`src/rtl/mux_n_to_1_arb.sv`:
```
// N-channel registered mux: manual select or round-robin grant; 1-cycle latency in->out.
// Backpressure: a stalled output word holds and all in_ready drop; drain+load same cycle allowed.
module mux_n_to_1_arb #(
  parameter int NCH   = 4,
  parameter int WIDTH = 1,
  parameter int SELW  = 2
) (
  input  logic                 clock,
  input  logic                 reset,
  input  logic [NCH*WIDTH-1:0] in_data,
  input  logic [NCH-1:0]       in_valid,
  output logic [NCH-1:0]       in_ready,
  input  logic                 mode,
  input  logic [SELW-1:0]      sel,
  output logic [WIDTH-1:0]     out_data,
  output logic [SELW-1:0]      out_chan,
  output logic                 out_valid,
  input  logic                 out_ready,
  output logic                 sel_err
);

  localparam logic [SELW:0]   NCH_W    = (SELW+1)'(NCH);
  localparam logic [SELW-1:0] LAST_RST = SELW'(NCH - 1);

  logic [WIDTH-1:0] out_data_q, out_data_d;
  logic [SELW-1:0]  out_chan_q, out_chan_d;
  logic             out_valid_q, out_valid_d;
  logic             sel_err_q, sel_err_d;
  logic [SELW-1:0]  last_q, last_d;

  logic             sel_ok;
  logic             man_vld;
  logic             rr_vld;
  logic [SELW-1:0]  rr_idx;
  logic             gnt_vld;
  logic [SELW-1:0]  gnt_idx;
  logic [WIDTH-1:0] gnt_dat;
  logic             load_ok;
  logic             xfer;

  assign sel_ok  = ({1'b0, sel} < NCH_W);
  assign load_ok = !out_valid_q || out_ready;

  // Manual grant: compare against every legal index so an out-of-range sel never indexes in_valid.
  always_comb begin
    man_vld = 1'b0;
    for (int k = 0; k < NCH; k++) begin
      if (sel_ok && (sel == SELW'(k)) && in_valid[k]) begin
        man_vld = 1'b1;
      end
    end
  end

  // Round-robin: scan last+1 .. last+NCH (mod NCH); last itself is the final candidate.
  always_comb begin
    int cand;
    rr_vld = 1'b0;
    rr_idx = '0;
    cand   = 0;
    for (int d = 1; d <= NCH; d++) begin
      cand = int'(last_q) + d;
      if (cand >= NCH) begin
        cand = cand - NCH;
      end
      for (int k = 0; k < NCH; k++) begin
        if (!rr_vld && (k == cand) && in_valid[k]) begin
          rr_vld = 1'b1;
          rr_idx = SELW'(k);
        end
      end
    end
  end

  always_comb begin
    gnt_vld = mode ? rr_vld : man_vld;
    gnt_idx = mode ? rr_idx : sel;
  end

  assign xfer = gnt_vld && load_ok && !reset;

  always_comb begin
    gnt_dat  = '0;
    in_ready = '0;
    for (int k = 0; k < NCH; k++) begin
      if (gnt_idx == SELW'(k)) begin
        gnt_dat     = in_data[k*WIDTH +: WIDTH];
        in_ready[k] = xfer;
      end
    end
  end

  always_comb begin
    out_data_d  = out_data_q;
    out_chan_d  = out_chan_q;
    out_valid_d = out_valid_q;
    last_d      = last_q;
    sel_err_d   = !mode && !sel_ok;
    if (xfer) begin
      out_data_d  = gnt_dat;
      out_chan_d  = gnt_idx;
      out_valid_d = 1'b1;
      if (mode) begin
        last_d = gnt_idx;
      end
    end else if (out_ready) begin
      out_valid_d = 1'b0;
    end
  end

  always_ff @(posedge clock) begin
    if (reset) begin
      out_data_q  <= '0;
      out_chan_q  <= '0;
      out_valid_q <= 1'b0;
      sel_err_q   <= 1'b0;
      last_q      <= LAST_RST;
    end else begin
      out_data_q  <= out_data_d;
      out_chan_q  <= out_chan_d;
      out_valid_q <= out_valid_d;
      sel_err_q   <= sel_err_d;
      last_q      <= last_d;
    end
  end

  assign out_data  = out_data_q;
  assign out_chan  = out_chan_q;
  assign out_valid = out_valid_q;
  assign sel_err   = sel_err_q;

endmodule

```
`config.mk`:
```
export PLATFORM = sky130hd
export DESIGN_NAME = mux_n_to_1_arb
export DESIGN_NICKNAME = d
export VERILOG_FILES = /design/src/rtl/mux_n_to_1_arb.sv
export SDC_FILE = /design/constraint.sdc
export NUM_CORES = 1
export LEC_CHECK = 0
export BUFFER_PORTS_ARGS = -buffer_cell sky130_fd_sc_hd__buf_4
export CAP_MARGIN = 0
export CORE_AREA = 5 5 52 54
export CTS_CLUSTER_DIAMETER = 200
export CTS_CLUSTER_SIZE = 10
export DETAILED_ROUTE_END_ITERATION = 6
export DIE_AREA = 0 0 57 59
export GPL_TIMING_DRIVEN = 0
export PLACE_DENSITY = 0.52
export SLEW_MARGIN = 40
export SYNTH_ARGS = -nofsm -noshare
export SYNTH_HDL_FRONTEND = slang
export SYNTH_SLANG_ARGS = --single-unit
export TNS_END_PERCENT = 10
```
`constraint.sdc`:
```
create_clock -name clock -period 2.45 [get_ports clock]
set_input_delay 0.735 -clock clock [delete_from_list [all_inputs] [get_ports clock]]
set_output_delay 0.735 -clock clock [all_outputs]
set_load 0.05 [all_outputs]
```
Word level (Yosys, flattened, before mapping)
Index checks and enable logic that the tools add are counted.
{ "totals": {"register_bits": 6, "input_bits": 14, "out_inout_bits": 9, "elab_cells": 148} }
{ "op_classes": {"addsub": 8, "n_lt_le_gt_ge": 4, "eq_ne": 18, "n_mux": 51, "reduce_logical": 63} }
{ "ops": {"columns": ["cell", "count"], "rows": [
  ["3-bit by 32-bit == test with 1-bit output (first input constant)", 8],
  ["2-bit by 32-bit == test with 1-bit output (first input constant)", 4],
  ["32-bit logical NOT", 4],
  ["32-bit 2-to-1 mux", 4],
  ["1-bit logical AND", 37],
  ["1-bit 2-to-1 mux", 32],
  ["2-bit 2-to-1 mux", 15],
  ["1-bit logical NOT", 17],
  ["3-bit by 3-bit subtractor with 4-bit output (second input constant)", 3],
  ["3-bit greater-or-equal comparator (second input constant)", 3],
  ["2-bit == test (second input constant)", 4],
  ["2-bit by 2-bit adder with 3-bit output (second input constant)", 2],
  ["4-bit by 3-bit subtractor with 5-bit output (second input constant)", 1],
  ["2-bit by 3-bit adder with 4-bit output (second input constant)", 1],
  ["2-bit by 1-bit == test with 1-bit output (second input constant)", 2],
  ["4-bit by 3-bit greater-or-equal comparator with 1-bit output (second input constant)", 1],
  ["2-bit logical NOT", 2],
  ["2-bit by 1-bit adder with 3-bit output (second input constant)", 1],
  ["2-bit AND reduction", 1],
  ["2-bit nonzero test", 1],
  ["1-bit logical OR", 1]
]} }

Depth between registers and ports, before layout
Gate-level depths: netlist of the first run.
{ "depth": {"depth_word": 72, "depth_mapped": 6, "depth_no_buf": 5} }

Least setup slack after synthesis of the first run
OpenSTA, ideal clock, no wires.
{ "synth_path": {"kind": "input to output", "from": "input port mode", "to": "output port in_ready[0]", "t_arrival_ps": 2308, "required_ps": 1715, "slack_ps": -593, "path_stages": 5, "n_path_buf": 1, "cell_sequence": "buf_2 > a31oi_1 > nand3_1 > or3_1 > nor2_1"} }
{ "synth_between": {"elab_chain_len": 4, "word_cells_on_any_way": 6} }
{ "synth_lines": {"columns": ["item", "line", "text"], "rows": [
  ["from (decl)", "13", "input logic mode,"],
  ["1-bit 2-to-1 mux", "75", "gnt_vld = mode ? rr_vld : man_vld;"],
  ["1-bit logical AND (2 in a row)", "79", "assign xfer = gnt_vld && load_ok && !reset;"],
  ["1-bit 2-to-1 mux *", "85", "if (gnt_idx == SELW'(k)) begin"],
  ["to (decl)", "12", "output logic [NCH-1:0] in_ready,"]
]} }
Every way passes the cells marked *; elsewhere a longest branch is shown, timed or not.

Final worst setup path of the first run
{ "layout_path": {"from": "input port sel[1]", "to": "output port in_ready[0]"} }
{ "layout_between": {"elab_chain_len": 10, "word_cells_on_any_way": 18} }
{ "layout_lines": {"columns": ["item", "line", "text"], "rows": [
  ["from (decl)", "14", "input logic [SELW-1:0] sel,"],
  ["2-bit logical NOT", "48", "if (sel_ok && (sel == SELW'(k)) && in_valid[k]) begin"],
  ["1-bit logical AND", "48", null],
  ["1-bit 2-to-1 mux (4 in a row)", "48", null],
  ["1-bit 2-to-1 mux", "75", null],
  ["1-bit logical AND (2 in a row)", "79", null],
  ["1-bit 2-to-1 mux *", "85", null]
]} }
Marks and branches as above.

==> summary.md, run 1 <==
| Metric | Value |
|---|---|
| Routed len/inst | `13.4 um` |
| Port buffer count | `21` |
| Hold Crit Depth | `2` |
| Max_cap viols | `0` |
| Crit-path max FO | `3` |
| H-tree depth | `1` |
| Period minus WS final | `between 2 and 3 ns` |
| Status | `finished, violations left` |
| Post-DR vias/cell | `5.01` |
| Post-layout util | `0.443` |
| Register area | `around 120 um2` |
| R2R Path Start | `last_q[1]` |
| Final instance area | `961 um2` |
| First-pass GRT wire length | `roughly 2800 um` |
| Yosys cell types | `39` |
| Worst setup margin | `-0.274 ns` |
| Net Sw Power | `between 150 and 200 uW` |
| Most common library cells after synthesis | `13 x nor2_1, 6 x dfxtp_1` |
| Synth Warn # | `0` |
| Fin cells | `131` |
| HP Class | `reg2reg` |
| Largest net degree at the start of global routing | `11` |
| Worst EP arrival | `1.99 ns` |
| Syn nets | `between 80 and 90` |
| Root Buffer | `clkbuf_4` |
| Fillers | `roughly 240` |
| Peak VDD IR | `0.276 mV` |
| Clock Latency Late Sink | `around 0.24 ns` |
| Placed cell area | `approximately 800 um2` |
| Worst R2R Setup Slack | `between 0.6 and 0.7 ns` |
| Top cells by area, synth | `dfxtp_1 22%, nor2_1 8.8%, mux2i_1 5.4%` |
| Hold slack | `roughly 0.50 ns` |
| Cell Area, Synth | `roughly 560 um2` |
| DRT iter0 DRCs | `19` |
| Post-synthesis sequential area ratio | `0.216` |
| Comb power frac | `0.515` |
| Die H | `roughly 60 um` |
| Reg2reg end | `out_data` |
| Final Max Tran Viols | `0` |
| Cell Pwr Density | `about 430 nW/um2` |
| Int Power | `257 uW` |
| Hold Path Sink | `out_chan[0]` |
| Synth top area share | `0.216` |
| Nets | `roughly 120` |
| Dpl cells | `119` |
| Number of detailed-route iterations in the first pass | `4` |
| Largest area contributor in the synthesized netlist | `dfxtp_1` |
| Placer Congestion | `between 0.7 and 0.8` |
| Gr ovfl total | `0` |
| Detail Route Antenna Nets | `0` |
| CTS Buf Count | `3` |
| CTS tree | `built` |
| Area grow syn2layout | `73.0%` |
| Count leader, synth | `nor2_1` |
| Via count | `about 660` |
| Violated checks | `negative setup slack` |
| CTS hold repair buffers | `0` |
| Drc violations | `0` |
| RSZ-0062 raised after global routing | `true` |
| Boundary Pins | `23` |
| Die Wd | `around 57 um` |
| Critical path startpoint category | `input pin` |
| Clock Pin Slew Worst Setup and Hold Paths | `approximately 0.040 ns` |
| Crit path capture type | `output port` |
| Flops & latches, synth | `6` |
| Hold path start | `out_chan[0]` |
| Die footprint | `around 3400 um2` |
| Most used DFF post-synth | `dfxtp_1` |
| Post-Synthesis Cells | `70` |
| Layout cells sized above 1 | `0.544` |
| DP HPWL | `between 1000 and 1500 um` |
| Pleak | `0.420 nW` |
| Longest Clk Path Bufs | `2` |
| Reg2Reg Depth | `5` |
| Final setup skew | `0.000974 ns` |
| Req. time, crit path | `1.71 ns` |
| Seq pwr share | `0.274` |
| Post-synth EDFFs | `0` |
| Core Area | `roughly 2200 um2` |
| Sw Share | `0.380` |
| Initial Utilization | `0.256` |
| N_diodes | `0` |
| Area occupied by multi-input gates | `between 400 and 500 um2` |
| CP Class | `in2out` |
| Final setup violation count | `4` |
| Async SR Flop Fraction | `0` |
| Sinks on Clock Net | `6` |
| Final wirelength | `1750 um` |
| Clock power share | `0.211` |
| Rows | `17` |
| Vias in the first global route | `slightly above 600` |
| Maximum clock frequency | `between 0.3 and 0.4 GHz` |
| Fin crit share | `1.11` |
| Total Routing Usage GR | `0.106` |
| Mean post-synth cell area | `7.94 um2` |
| Fin. Hold Viols | `0` |
| Initial antenna violation count | `0` |
## power by group through the flow
| stage | Sequential (mW) | Clock, mW | Combinational [mW] |
|---|---|---|---|
| after floorplan | 0.137 | 0 | 0.105 |
| after detailed placement | 0.115 | 0 | 0.181 |
| after CTS | 0.114 | 0.0939 | 0.193 |
| final | 0.114 | 0.0874 | 0.214 |
| after global routing | 0.115 | 0.0964 | 0.229 |
| after global placement | 0.115 | 0 | 0.181 |
## layer usage
metal | wire length [um] | GRT usage | vias to the layer above
li1 | - | - | 326
met1 | 810 | 0.147 | 308
met2 | 811 | 0.155 | 20
met3 | 118 | 0.0174 | 2
met4 | 12 | 0.0596 | 0
met5 | 0 | 0 | -
## placed cells by master, fill, tap and decap left out, drive strengths merged, types with 2 or more instances in the layout
master,synthesis,layout
buf,2,32
nor2,13,13
dfxtp,6,6
a21oi,5,5
inv,4,4
nand2b,3,3
nand2,3,3
mux2i,3,3
clkbuf,0,3
o21ai,3,3
o221ai,2,2
nor2b,2,2
nand3,2,2
mux2,2,2
## registers in the layout (all words and copies together) (netlist names)
| name | cells |
|---|---|
| last_q | 2 |
| out_chan | 2 |
| out_data | 1 |
| out_valid | 1 |
## cell families (layout without fill, tap and decap cells)
| logic type | count (synthesis) | in the layout | share of synthesized area |
|---|---|---|---|
| simple gates | 29 | 29 | 0.255 |
| compound gates | 23 | 23 | 0.372 |
| other cells | 1 | 1 | 0.00675 |
| mux | 5 | 5 | 0.101 |
| buf+inv | 6 | 39 | 0.0495 |
| flops | 6 | 6 | 0.216 |
## worst max path at each step
| stage | from | to | cells past startpoint | slack [ns] |
|---|---|---|---|---|
| after global placement | sel[1] | in_ready[0] | 7 | -0.43 |
| after floorplan | sel[1] | in_ready[0] | 5 | -0.18 |
| final | sel[1] | in_ready[0] | 7 | -0.27 |
| after CTS | sel[1] | in_ready[0] | 7 | -0.30 |
| after global routing | sel[1] | in_ready[0] | 7 | -0.31 |
| after detailed placement | sel[1] | in_ready[0] | 7 | -0.44 |
## through the flow
stage | power [mW] | TNS [ns] | setup slack [ns]
floorplan | 0.242 | -0.554 | -0.180
global placement | 0.296 | -1.49 | -0.431
detailed placement | 0.296 | -1.51 | -0.443
CTS | 0.401 | -1.12 | -0.295
global route | 0.440 | -1.17 | -0.314
finish | 0.415 | -1.01 | -0.274
## worst max-delay path, cell delays in order
cell	delay (ns)
buf_8	0.10
mux2i_1	0.12
a22oi_2	0.24
nand3_2	0.12
or3_4	0.42
nor2_4	0.11
buf_8	0.15
## cell type report
cell class	instances	area share
Tap cell	28	0.0365
Timing Repair Buffer	30	0.266
Multi-Input combinational cell	58	0.510
Inverter	4	0.0156
Buffer	2	0.0234
Sequential cell	6	0.125
Clock buffer	3	0.0234
## what timing repair did
item,4_1_cts,5_1_grt
buffers inserted,3,6
pin swaps,4,6
setup endpoints to repair,4,4
resized for setup,6,11
hold endpoints to repair,0,0
Note: power is estimated with default switching activity, not from simulation.
==> run 2, diff against run 1 <==
--- a/config.mk
+++ b/config.mk
@@ -16,3 +16,2 @@
 export PLACE_DENSITY = 0.52
-export SLEW_MARGIN = 40
 export SYNTH_ARGS = -nofsm -noshare
==> constraint.sdc (replaced) <==
create_clock -name clock -period 2.45 [get_ports clock]
set_input_delay 0.245 -clock clock [delete_from_list [all_inputs] [get_ports clock]]
set_output_delay 0.245 -clock clock [all_outputs]
set_load 0.05 [all_outputs]
==> run 2 against run 1 <==
Net effect:
- the flow now finishes without violations
- hold slack worse by 0.28 ns
- highest routed layer unchanged
- sequential share of layout area up 3.1 points
- combinational power down 22%
- fmax up 25%
- final area down 20%
- first-iteration DRC count down 53%
- via count down 9.8%
- clock-buffer cell count unchanged
==> summary.md, run 2 (same netlist as run 1, synthesis figures left out) <==
| Metric | Value |
|---|---|
| Crit path capture type | `output port` |
| Core Area | `about 2200 um2` |
| Total power | `between 300 and 400 uW` |
| Sinks on Clock Net | `6` |
| Clock Pin Slew Worst Setup and Hold Paths | `about 0.040 ns` |
| Initial Utilization | `0.256` |
| Int Power | `between 200 and 250 uW` |
| DP Worst Slack | `roughly 0.49 ns` |
| Area grow syn2layout | `38.7%` |
| Post-DR vias/cell | `about 4.9` |
| Net Sw Power | `138 uW` |
| Max_cap viols | `0` |
| Slowest stage delay, CP | `~0.40 ns` |
| H-tree depth | `1` |
| Reg2reg end | `out_data` |
| Peak VDD IR | `approximately 0.27 mV` |
| Hold Crit Depth | `2` |
| Sw Share | `0.375` |
| Worst setup margin | `between 0.2 and 0.3 ns` |
| Most frequent cells in the layout | `22 x buf_4, 13 x nor2_1, 6 x dfxtp_1` |
| Number of detailed-route iterations in the first pass | `4` |
| Final wirelength | `about 1500 um` |
| Seq pwr share | `0.309` |
| Drc violations | `0` |
| Routed len/inst | `approximately 12 um` |
| Critical-path top delay cell | `dfxtp_1` |
| Die Wd | `57 um` |
| Fin. Hold Viols | `0` |
| Placer Congestion | `roughly 0.72` |
| Fin crit share | `0.887` |
| Clock Latency Late Sink | `0.24 ns` |
| Reg2Reg Depth | `5` |
| HP Class | `in2reg` |
| Clock power share | `0.240` |
| Final setup violation count | `0` |
| Longest Clk Path Bufs | `2` |
| RSZ-0062 raised after global routing | `false` |
| Crit-path max FO | `6` |
| Req. time, crit path | `roughly 2.2 ns` |
| Initial antenna violation count | `0` |
| Worst R2R Setup Slack | `about 0.71 ns` |
| Most common cell after layout, fill and taps aside | `buf_4` |
| Gr ovfl total | `0` |
| Fillers | `~240` |
| R2R Path Start | `last_q[1]` |
| Hold path start | `reset` |
| Detail Route Antenna Nets | `0` |
| N_diodes | `0` |
| First-pass GRT wire length | `between 2000 and 3000 um` |
| Final setup skew | `around 0.0026 ns` |
| Pleak | `0.358 nW` |
| Cell Pwr Density | `476 nW/um2` |
| Nets | `110` |
| Hold slack | `approximately 0.21 ns` |
| Status | `finished, final reports clean` |
| Postcts setup bufs | `0` |
| CP Class | `reg2out` |
| Via count | `~600` |
| Root Buffer | `clkbuf_4` |
| Maximum clock frequency | `approximately 0.46 GHz` |
| Vias in the first global route | `slightly below 600` |
| Rows | `17` |
| Largest net degree at the start of global routing | `11` |
| Total Routing Usage GR | `0.0938` |
| CTS hold repair buffers | `0` |
| DP HPWL | `between 1000 and 1500 um` |
| CTS tree | `built` |
| Die H | `just under 60 um` |
| Critical path startpoint category | `flop` |
| Layout cells sized above 1 | `0.383` |
| Crit path top cell by count | `nor2_1` |
| Port buffer count | `21` |
| Final Max Tran Viols | `0` |
| Worst EP arrival | `between 1.5 and 2 ns` |
| DRT iter0 DRCs | `9` |
| Comb power frac | `0.451` |
| CTS Buf Count | `3` |
| Post-cts sizing count | `0` |
| Cells along the critical path | `inv_1 > o31ai_2 > nor2_1 > or3_1 > nor2_1 > buf_4` |
| Period minus WS final | `around 2.2 ns` |
| Hold Path Sink | `out_data` |
| Setup TNS | `0 ns` |
| Boundary Pins | `23` |
| Die footprint | `roughly 3400 um2` |
==> run 2: per-layer routing <==
metal | vias up | track usage | share of wire
met5 | - | 0 | 0
met4 | 0 | 0.0695 | 0.020
met3 | 4 | 0.00871 | 0.033
met2 | 13 | 0.139 | 0.46
met1 | 265 | 0.126 | 0.48
li1 | 310 | - | -
==> run 2: power by group through the flow <==
stage          clock network (mW)  logic (mW)  registers, mW
6_report                   0.0879       0.166          0.113
3_5_place_dp                    0       0.166          0.115
4_1_cts                    0.0927       0.167          0.114
2_1_floorplan                   0      0.0916          0.137
3_3_place_gp                    0       0.166          0.115
5_1_grt                     0.102       0.180          0.115
==> run 2: worst max path at each step <==
stage | start | end | slack [ns] | depth (start not counted)
floorplan | out_valid | in_ready[0] | 0.11 | 5
finish | last_q[1] | in_ready[1] | 0.28 | 6
CTS | last_q[1] | in_ready[1] | 0.25 | 6
detailed placement | mode | in_ready[1] | 0.49 | 7
global route | last_q[1] | in_ready[1] | 0.10 | 6
global placement | mode | in_ready[1] | 0.50 | 7
==> run 2: final cells by class <==
type                       instances  area [um2]  area share
clock buffer                       3        22.5      0.0292
sequential                         6         120       0.156
buffer                             2        12.5      0.0162
timing repair buffer              21         158       0.205
multi-input combinational         58         408       0.529
tap                               28        35.0      0.0455
inverter                           4        15.0      0.0195
==> run 2: critical path: cells and delay by family (launching register included) <==
| kind | cells | cell delay (ns) |
|---|---|---|
| AO/OA/AOI/OAI | 1 | 0.35 |
| AND/OR/NAND/NOR | 3 | 0.62 |
| flip-flops | 1 | 0.40 |
| buffers and inverters | 2 | 0.31 |
==> run 2: per-stage QoR <==
step	std cells	instance area [um2]	util
after floorplan	70	556	-
after global placement	119	748	0.345
after detailed placement	119	748	0.345
after CTS	122	771	0.355
after global routing	122	771	0.355
final	122	771	0.355
